==> src/rtl/ped_request_ctrl.sv <==
// Pedestrian request / walk-interval controller: debounced button -> latched request -> timed WALK then CLEAR.
// Latency: press to ped_req = 2 sync + DB_CYCLES + 1 cycles; grant to pedSignal = 1 cycle; ped_done 1 cycle after CLEAR ends.
// Backpressure: none; the request is held in PENDING until ped_grant, and extra presses are folded into the 'again' flag.
// Optional feature macro: PED_FLASH_EN (flashing don't-walk during CLEAR; walk_flash tied low when undefined).
module ped_request_ctrl #(
   parameter int WALK_TIME  = 12,
   parameter int CLEAR_TIME = 6,
   parameter int DB_CYCLES  = 4,
   parameter int CNT_W      = 7
) (
   input  logic             clk,
   input  logic             rst_n,
   input  logic             button,
   input  logic             tick,
   input  logic             ped_grant,
   output logic             ped_req,
   output logic             pedSignal,
   output logic             walk_flash,
   output logic             ped_done,
   output logic [CNT_W-1:0] time_left
);

   localparam int              DB_W       = $clog2(DB_CYCLES + 1);
   localparam logic [DB_W-1:0] DB_LAST    = DB_W'(DB_CYCLES - 1);
   localparam logic [CNT_W-1:0] WALK_LOAD  = CNT_W'(WALK_TIME - 1);
   localparam logic [CNT_W-1:0] CLEAR_LOAD = CNT_W'(CLEAR_TIME - 1);

   typedef enum logic [1:0] {
      S_IDLE    = 2'd0,
      S_PENDING = 2'd1,
      S_WALK    = 2'd2,
      S_CLEAR   = 2'd3
   } state_t;

   // button path state
   logic            sync1_q, sync1_d;
   logic            sync2_q, sync2_d;
   logic            db_q, db_d;
   logic [DB_W-1:0] db_cnt_q, db_cnt_d;
   logic            press_q, press_d;

   // controller state
   state_t          state_q, state_d;
   logic [CNT_W-1:0] cnt_q, cnt_d;
   logic            again_q, again_d;
   logic            ped_req_q, ped_req_d;
   logic            ped_sig_q, ped_sig_d;
   logic            ped_done_q, ped_done_d;

   // interval end: last tick of the current WALK or CLEAR interval
   logic            interval_end;
   assign interval_end = tick && (cnt_q == '0);

   // Synchronize the button, then accept a new level only after DB_CYCLES consecutive differing samples.
   // The press is registered once more so the FSM sees it one cycle after the debounced level rises.
   always_comb begin
      sync1_d  = button;
      sync2_d  = sync1_q;
      db_d     = db_q;
      db_cnt_d = '0;
      if (sync2_q != db_q) begin
         if (db_cnt_q == DB_LAST) begin
            db_d     = sync2_q;
            db_cnt_d = '0;
         end else begin
            db_cnt_d = db_cnt_q + DB_W'(1);
         end
      end
      press_d = db_d & ~db_q;
   end

   // Button path registers.
   always_ff @(posedge clk or negedge rst_n) begin
      if (!rst_n) begin
         sync1_q  <= 1'b0;
         sync2_q  <= 1'b0;
         db_q     <= 1'b0;
         db_cnt_q <= '0;
         press_q  <= 1'b0;
      end else begin
         sync1_q  <= sync1_d;
         sync2_q  <= sync2_d;
         db_q     <= db_d;
         db_cnt_q <= db_cnt_d;
         press_q  <= press_d;
      end
   end

   // Next-state, interval counter and again-flag logic; grants outside PENDING fall through untouched.
   always_comb begin
      state_d    = state_q;
      cnt_d      = cnt_q;
      again_d    = again_q;
      ped_done_d = 1'b0;
      case (state_q)
         S_IDLE: begin
            if (press_q) begin
               state_d = S_PENDING;
               again_d = 1'b0;
            end
         end
         S_PENDING: begin
            if (ped_grant) begin
               state_d = S_WALK;
               cnt_d   = WALK_LOAD;
            end
         end
         S_WALK: begin
            if (press_q) again_d = 1'b1;
            if (interval_end) begin
               state_d = S_CLEAR;
               cnt_d   = CLEAR_LOAD;
            end else if (tick) begin
               cnt_d = cnt_q - CNT_W'(1);
            end
         end
         S_CLEAR: begin
            if (press_q) again_d = 1'b1;
            if (interval_end) begin
               ped_done_d = 1'b1;
               cnt_d      = '0;
               // a press landing in the exit cycle still counts as a repeat request
               if (again_q || press_q) begin
                  state_d = S_PENDING;
               end else begin
                  state_d = S_IDLE;
               end
               again_d = 1'b0;
            end else if (tick) begin
               cnt_d = cnt_q - CNT_W'(1);
            end
         end
         default: begin
            state_d = S_IDLE;
            again_d = 1'b0;
         end
      endcase
      ped_req_d = (state_d == S_PENDING);
      ped_sig_d = (state_d == S_WALK);
   end

   // Controller registers; reset drops any pending request and suppresses ped_done.
   always_ff @(posedge clk or negedge rst_n) begin
      if (!rst_n) begin
         state_q    <= S_IDLE;
         cnt_q      <= '0;
         again_q    <= 1'b0;
         ped_req_q  <= 1'b0;
         ped_sig_q  <= 1'b0;
         ped_done_q <= 1'b0;
      end else begin
         state_q    <= state_d;
         cnt_q      <= cnt_d;
         again_q    <= again_d;
         ped_req_q  <= ped_req_d;
         ped_sig_q  <= ped_sig_d;
         ped_done_q <= ped_done_d;
      end
   end

`ifdef PED_FLASH_EN
   logic flash_q, flash_d;

   // Flash starts high on CLEAR entry, toggles per tick inside CLEAR, and is low everywhere else.
   always_comb begin
      flash_d = 1'b0;
      if (state_q == S_WALK && interval_end) begin
         flash_d = 1'b1;
      end else if (state_q == S_CLEAR && !interval_end) begin
         flash_d = tick ? ~flash_q : flash_q;
      end
   end

   // Flash toggle register.
   always_ff @(posedge clk or negedge rst_n) begin
      if (!rst_n) begin
         flash_q <= 1'b0;
      end else begin
         flash_q <= flash_d;
      end
   end

   assign walk_flash = flash_q;
`else
   assign walk_flash = 1'b0;
`endif

   assign ped_req   = ped_req_q;
   assign pedSignal = ped_sig_q;
   assign ped_done  = ped_done_q;
   assign time_left = (state_q == S_WALK || state_q == S_CLEAR) ? (cnt_q + CNT_W'(1)) : '0;

endmodule

==> config.mk <==
export PLATFORM = sky130hd
export DESIGN_NAME = ped_request_ctrl
export DESIGN_NICKNAME = d
export VERILOG_FILES = /design/src/rtl/ped_request_ctrl.sv
export SDC_FILE = /design/constraint.sdc
export NUM_CORES = 1
export LEC_CHECK = 0
export CORE_MARGIN = 1.5
export CORE_UTILIZATION = 44
export DETAILED_ROUTE_END_ITERATION = 8
export PLACE_DENSITY = 0.67
export SYNTH_ARGS = -nofsm -noshare
export SYNTH_HDL_FRONTEND = slang
export SYNTH_SLANG_ARGS = --single-unit
==> constraint.sdc <==
create_clock -name clk -period 1.9 [get_ports clk]
set_input_delay 0.38 -clock clk [delete_from_list [all_inputs] [get_ports clk]]
set_output_delay 0.38 -clock clk [all_outputs]
set_load 0.03 [all_outputs]
After elaboration in Yosys (flattened, before gate mapping)
Index checks and enable logic that the tools add are counted.
W data, S select, Z words.
{"block": "word_totals", "ff_bits": 20, "in_bits": 5, "out_inout_bits": 11, "word_cells": 56}
{"block": "op_classes", "n_addsub": 3, "n_eq_ne": 9, "mux": 22, "n_bitwise": 2, "reduce_logical": 9}
{"operator": "$mux W7", "n": 5}
{"operator": "$pmux W7 S3", "n": 1}
{"operator": "$mux W1", "n": 8}
{"operator": "$mux W2", "n": 4}
{"operator": "$pmux W2 S4", "n": 1}
{"operator": "$add A7 B1 Y7 const B", "n": 1}
{"operator": "$logic_not A7 Y1", "n": 1}
{"operator": "$sub A7 B1 Y7 const B", "n": 1}
{"operator": "$eq A2 B2 Y1 const B", "n": 3}
{"operator": "$mux W3", "n": 2}
{"operator": "$reduce_bool A3 Y1", "n": 2}
{"operator": "$eq A2 B1 Y1 const B", "n": 2}
{"operator": "$ne A2 B2 Y1 const B", "n": 2}
{"operator": "$reduce_and A2 Y1", "n": 2}
{"operator": "$add A3 B1 Y3 const B", "n": 1}
{"operator": "$eq A3 B2 Y1 const B", "n": 1}
{"operator": "$pmux W1 S3", "n": 1}
{"operator": "$logic_not A2 Y1", "n": 1}
{"operator": "$logic_or A1 B1 Y1", "n": 2}
{"operator": "$and A1 B1 Y1", "n": 1}
{"operator": "$logic_and A1 B1 Y1", "n": 1}
{"operator": "$ne A1 B1 Y1", "n": 1}
{"operator": "$not A1 Y1", "n": 1}

Longest topological paths before layout
{"block": "logic_depth", "word_depth": 5, "depth_mapped": 6, "depth_no_buf": 5}

Least setup slack after synthesis
Ideal clock, no wire load.
{"block": "synth_timing", "path_kind": "register -> output", "start": "register cnt_q[0]", "end": "output port time_left[6]", "arrival_ns": 1.586, "t_required_ns": 1.520, "slack_ns": -0.066, "stages_incl_launch_ff": 5, "path_buffers": 0, "cell_sequence": "dfrtp_1 ha_1 nand3_1 or3_1 a21oi_1"}
{"block": "synth_via", "elab_chain_cells": 2}
{"item": "start, declared", "line": "44", "rtl": "logic [CNT_W-1:0] cnt_q, cnt_d;"}
{"item": "start signal, assigned", "line": "153", "rtl": "cnt_q <= cnt_d;"}
{"item": "$add A7 B1 Y7", "line": "191", "rtl": "assign time_left = (state_q == S_WALK || state_q == S_CLEAR) ? (cnt_q + CNT_W'(1)) : '0;"}
{"item": "$mux W7", "line": "191"}
{"item": "end, declared", "line": "20", "rtl": "output logic [CNT_W-1:0] time_left"}
No other way between the ends.

Worst setup path in the final report
Ends and elaborated chain as after synthesis.

==> flow_summary.toml <==
[status]
status = "complete, but fails checks"
failed_checks = "setup timing"

[route]
wl_um = 2318
drtPass1Iterations = 4
drc = 0
routedWlPerCell_um = 13.88
num_vias = 919
drt-initial-drc-count = 13
ant_nets = 0
viasPerCell = 5.503

[logic_synthesis]
syn-num-nets = 123
yosysMostFrequentCell = "dfrtp_1"
yosys.area.top_type = "dfrtp_1"
synth-edff-count = 0
synth_top_area_share_pct = 43.96
syn_inst = 115
synthFlopType = "dfrtp_1"
synthArstFlopShare_pct = 100.0
yosysWarnings = 0
yosys-top-cells-count = "dfrtp_1, nand2_1, nor2_1"
ys_seq_area_share_pct = 43.96
yosys-top-cells-area = "dfrtp_1, ha_1, a21oi_1"
synthDistinctLibCells = 45
synth_area_per_cell_um2 = 9.901
synth-seq-cells = 20
syn_area_um2 = 1139

[layout]
fin_util_pct = 58.72
diodes = 0
area_growth_pct = 26.59
final_cells = 167
drive_gt1_share_pct = 29.93
finalNetCount = 146

[placed_design]
pre_cts_slack_ns = 0.03534
port_buffers = 14
dpl.hpwl_um = 1635
routabilityCongestion = 0.7564
dp.cells = 159

[cts]
root_buffer = "clkbuf_4"
cts_made_buffers = 3
cts_hold_buf = 0
cts_tree = "done"
clock_path_buffers = 2
cts_num_sinks = 20
clk-insertion-delay-late_ns = 0.29
htree_levels = 1
path_clk_slew_ns = 0.11

[setup_path]
critPathSlowestCell = "dfrtp_1"
cp.required_ns = 1.52
path_cells = "ha_2 -> nand3_2 -> or3_4 -> a21oi_2 -> buf_6"
worst_setup_path_end_kind = "output pin"
start_kind = "register"
crit_type = "reg2out"
cp.buffers_inverters = 1
slowest_delay_ns = 0.40
crit_arrival_ns = 1.59
cpLargestDelayFamily = "simple AND/OR/NAND/NOR gates"
critPathMaxFanout = 2

[global_routing]
overflow = 0
grt_util_all_layers_pct = 18.10
grt_pass1_wl_um = 3746
grt_pass1_vias = 847
grt_max_degree = 21
antenna_found_initial = 0

[timing]
tns_ns = -0.07953
fin_crit_sh_pct = 103.9
fmax_mhz = 506.6
fin_worst_skew_ns = 0.003830
setup_viol_count_final = 2
setup_slack_ns = -0.07410
slew_viol_final = 0
hold_viol_final = 0
rsz0062_at_grt = "true"
final.min_clock_period_ns = 1.974
hold_slack_ns = 0.3633

[die]
ios = 16
placement_rows = 18
dieArea_um2 = 2902
initial_core_util_pct = 46.38
design.core.area_um2 = 2455
die_w_um = 53.87
die_h_um = 53.87

[power_and_ir_drop]
ir_drop_v = 0.001386
power.density_nw_per_um2 = 1661
power.leakage_nw = 0.6215

[worst_hold_path]
hold_path.class = "reg2reg"

[run]
cap_violations = 0
-- per-stage QoR --
stage	total power [mW]	cell area [um^2]
after floorplan	1.553	1142
after global routing	2.560	1441
after detailed placement	1.907	1311
final	2.394	1441
after global placement	1.862	1311
after CTS	2.362	1434
-- metal layers --
metal | global-route usage (%) | up-vias | routed length (um)
li1 | - | 458 | -
met1 | 22.06 | 438 | 1013
met2 | 31.50 | 19 | 1159
met3 | 3.611 | 4 | 119
met4 | 6.410 | 0 | 25
met5 | 0 | - | 0
-- where the power goes --
part	internal [mW]	total [mW]	switching [mW]
combinational	0.610	1.31	0.699
clock	0.213	0.339	0.126
sequential	0.564	0.745	0.181
total	1.39	2.39	1.01
-- flip-flops by register name, indices dropped and copies added (netlist names) --
register	cells
sync2_q	1
cnt_q	7
ped_done	1
state_q	2
ped_req	1
db_cnt_q	3
again_q	1
sync1_q	1
press_q	1
db_q	1
pedSignal	1
-- worst register-to-register path, stage by stage (launching register included) --
cell and delay, ns:
dfrtp_1 0.42, buf_6 0.14, buf_4 0.14, or4b_4 0.55, o311ai_1 0.24, o211ai_1 0.12
-- path summary, 6_finish.rpt --
check,startpoint,endpoint,slack (ns),depth (start not counted)
max,cnt_q[0],time_left[6],-0.07,5
min,sync1_q,sync2_q,0.36,0
max reg2reg,cnt_q[0],cnt_q[5],0.17,5
min reg2reg,sync1_q,sync2_q,0.36,0
max in group asynchronous,rst_n,cnt_q[3],1.25,2
min in group asynchronous,rst_n,db_cnt_q[2],0.43,2
-- cell usage in the layout (no fill, tap or decap), types with 2 or more instances in the layout --
cell type / synthesis / layout
nand2_1: 7 / 7
dfrtp_2: 0 / 4
o2bb2ai_1: 2 / 2
or2_2: 2 / 2
buf_6: 2 / 4
nor4_1: 2 / 2
buf_4: 1 / 15
nor2b_1: 4 / 4
xnor2_1: 3 / 3
dfrtp_1: 20 / 16
inv_1: 5 / 5
or3_1: 4 / 3
o211ai_1: 3 / 3
nand3b_1: 2 / 2
nand2b_1: 3 / 3
a2bb2oi_1: 2 / 2
a22oi_1: 2 / 2
clkbuf_4: 0 / 3
o21ai_0: 5 / 5
clkdlybuf4s50_1: 0 / 7
nor2_1: 7 / 7
o21a_1: 2 / 2
a21oi_1: 6 / 5
ha_1: 3 / 2
-- cell families after synthesis --
logic type      count (synthesis)  synth area share (%)
compound gates                 31                 20.77
simple gates                   42                 21.43
other cells                     1                0.3294
flops                          20                 43.96
buf+inv                        13                 6.154
mux                             1                0.9889
fa+ha+maj                       3                 3.297
xor+xnor                        4                 3.077
-- timing repair --
item / 4_1_cts / 5_1_grt
buffers inserted: 4 / 0
setup endpoints to repair: 2 / 7
pin swaps: 5 / 2
resized for setup: 11 / 3
hold endpoints to repair: 0 / 0
-- cell type report --
class                   count  area (um^2)
fillers                   220         1013
multi-input cells          82        599.3
flip-flops and latches     20        505.5
repair buffers             26        227.7
well taps                  30        37.54
clock inverters             1        30.03
clock buffers               3        22.52
inverters                   5        18.77
No activity file was read; power rests on OpenSTA's default activity.
==> patch (same flow settings) <==
The parameter `DB_CYCLES` goes from 4 to 8.
--- a/src/rtl/ped_request_ctrl.sv
+++ b/src/rtl/ped_request_ctrl.sv
@@ -5,7 +5,7 @@
 module ped_request_ctrl #(
    parameter int WALK_TIME  = 12,
    parameter int CLEAR_TIME = 6,
-   parameter int DB_CYCLES  = 4,
+   parameter int DB_CYCLES  = 8,
    parameter int CNT_W      = 7
 ) (
    input  logic             clk,
Behaviour: not the same (a bounded check fails within 10 cycles, from zero or initial values and one cycle with rst_n low).
==> patch against the unedited design <==
The flow still finishes with violations (negative setup slack). Global-route usage is 1.0 points higher. Total power is 8.4% higher. Critical path depth stayed put. Largest power group unchanged. Register-to-register slack worse by 0.17 ns. Final area is 9.5% higher. Routed wire length is 16% higher. Sequential cell count is 1 higher. Synthesized area is 5.1% higher. Final cell count is 14% higher. Setup slack worse by 0.062 ns. Count of clock-buffer cells in the layout stayed put.
==> patch: results (changes against the unedited design) <==
| Metric | Value |
|---|---|
| WL met2 | 1.31 mm (+13%) |
| First-pass GRT wire length | 4.11 mm (+9.8%) |
| Setup WS pre-CTS | -0.0544 ns (-0.0898 ns) |
| Synth top area cells | dfrtp_1 44%, a21oi_1 4.2%, ha_1 4.2%, nor2_1 3.8%, xnor2_1 3.7% |
| Clock transition at the registers of the reported paths | 0.13 ns (+0.02 ns) |
| Vias | 1087 (+18%) |
| Sequential share of the synthesized area | 43.9% (about the same) |
| GR Util met2 | 28.8% (-2.7 points) |
| All-Layer GR Usage | 19.1% (+1.0 points) |
| Clk_lat worst skew | 0.32 ns (+0.03 ns) |
| Crit path DAT | 1.66 ns (+0.07 ns) |
| Dpl cell area | 1420 µm² (+8.6%) |
| Worst vdd ir | 0.00176 V (+27%) |
| Post-CTS Setup Bufs | 9 (+5) |
| Combinational cell fraction of total power | 61.7% (+7.0 points) |
| Comb. pwr | 1.60 mW (+22%) |
| Share of layout cells above drive strength 1 | 29.8% (-0.11 points) |
| Met1 Track Usage GR | 26.5% (+4.4 points) |
| Setup_tns | -0.316 ns (-0.236 ns) |
| Power Sequential | 768 µW (+3.1%) |
| Post-placement cell count | 178 (+12%) |
| HPWL after detailed placement | 1.73 mm (+5.6%) |
| PnR worst setup slack | -0.136 ns (-0.0620 ns) |
| Outcome | finished with violations |
| Failing checks | negative setup slack |
| Global-route met3 utilization | 3.76% (+0.15 points) |
| Leak | 0.689 nW (+11%) |
| Initial drt markers | 42 (+29) |
| Routed len/inst | 14.1 µm (+1.4%) |
| Top post-synthesis cells by count | 21 x dfrtp_1, 12 x nor2_1, 10 x a21oi_1 |
| Via count of the first global-routing pass | 963 (+14%) |
| Max Clock Skew | 0.0106 ns (+0.00678 ns) |
| Fin nets | 171 (+17%) |
| R2r setup slk | 0 ns (-0.17 ns) |
| Wl on met1 | 1.24 mm (+22%) |
| Register-to-Register Path Depth | 6 (+1) |
| Synth Instances | 129 (+12%) |
| Final setup fails | 4 (+2) |
| Placer congestion estimate | 0.795 (+5.0%) |
| Largest registers | cnt_q x7, db_cnt_q x4, state_q x2 |
| Largest net degree at the start of global routing | 22 (+4.8%) |
| Sw Share | 44.8% (+2.7 points) |
## patch: cell count changes in the layout (fill, tap and decap cells not counted), moves of 2 or more
cell / unedited run / this run
o22ai_1: 0 / 3
dfrtp_2: 4 / 2
nand3_1: 0 / 2
or2_2: 2 / 0
buf_4: 15 / 28
a211oi_1: 0 / 2
nor3_1: 1 / 3
nor2_1: 7 / 12
dfrtp_1: 16 / 19
a21oi_1: 5 / 8
o2bb2ai_1: 2 / 0
o211ai_1: 3 / 1
## patch: cells by family (layout without fill, tap and decap cells)
kind of cell	after synthesis	after routing	synth area share [%]
other	1	1	0.314
xor gates and xnor gates	5	5	3.66
adders and majority gates	4	4	4.18
muxes	2	2	1.78
AOI/OAI and AO/OA	30	30	15.9
and+or+nand+nor	50	50	24.0
buffers and inverters	16	48	6.28
DFF	21	21	43.9
## patch: area by class of cell
type	instances	area, µm²
clock buffer	3	22.5
clock inverter	1	7.51
fill	223	943
inverter	5	18.8
multi-input combinational	92	639
sequential	21	528
tap	30	37.5
timing repair buffer	39	325
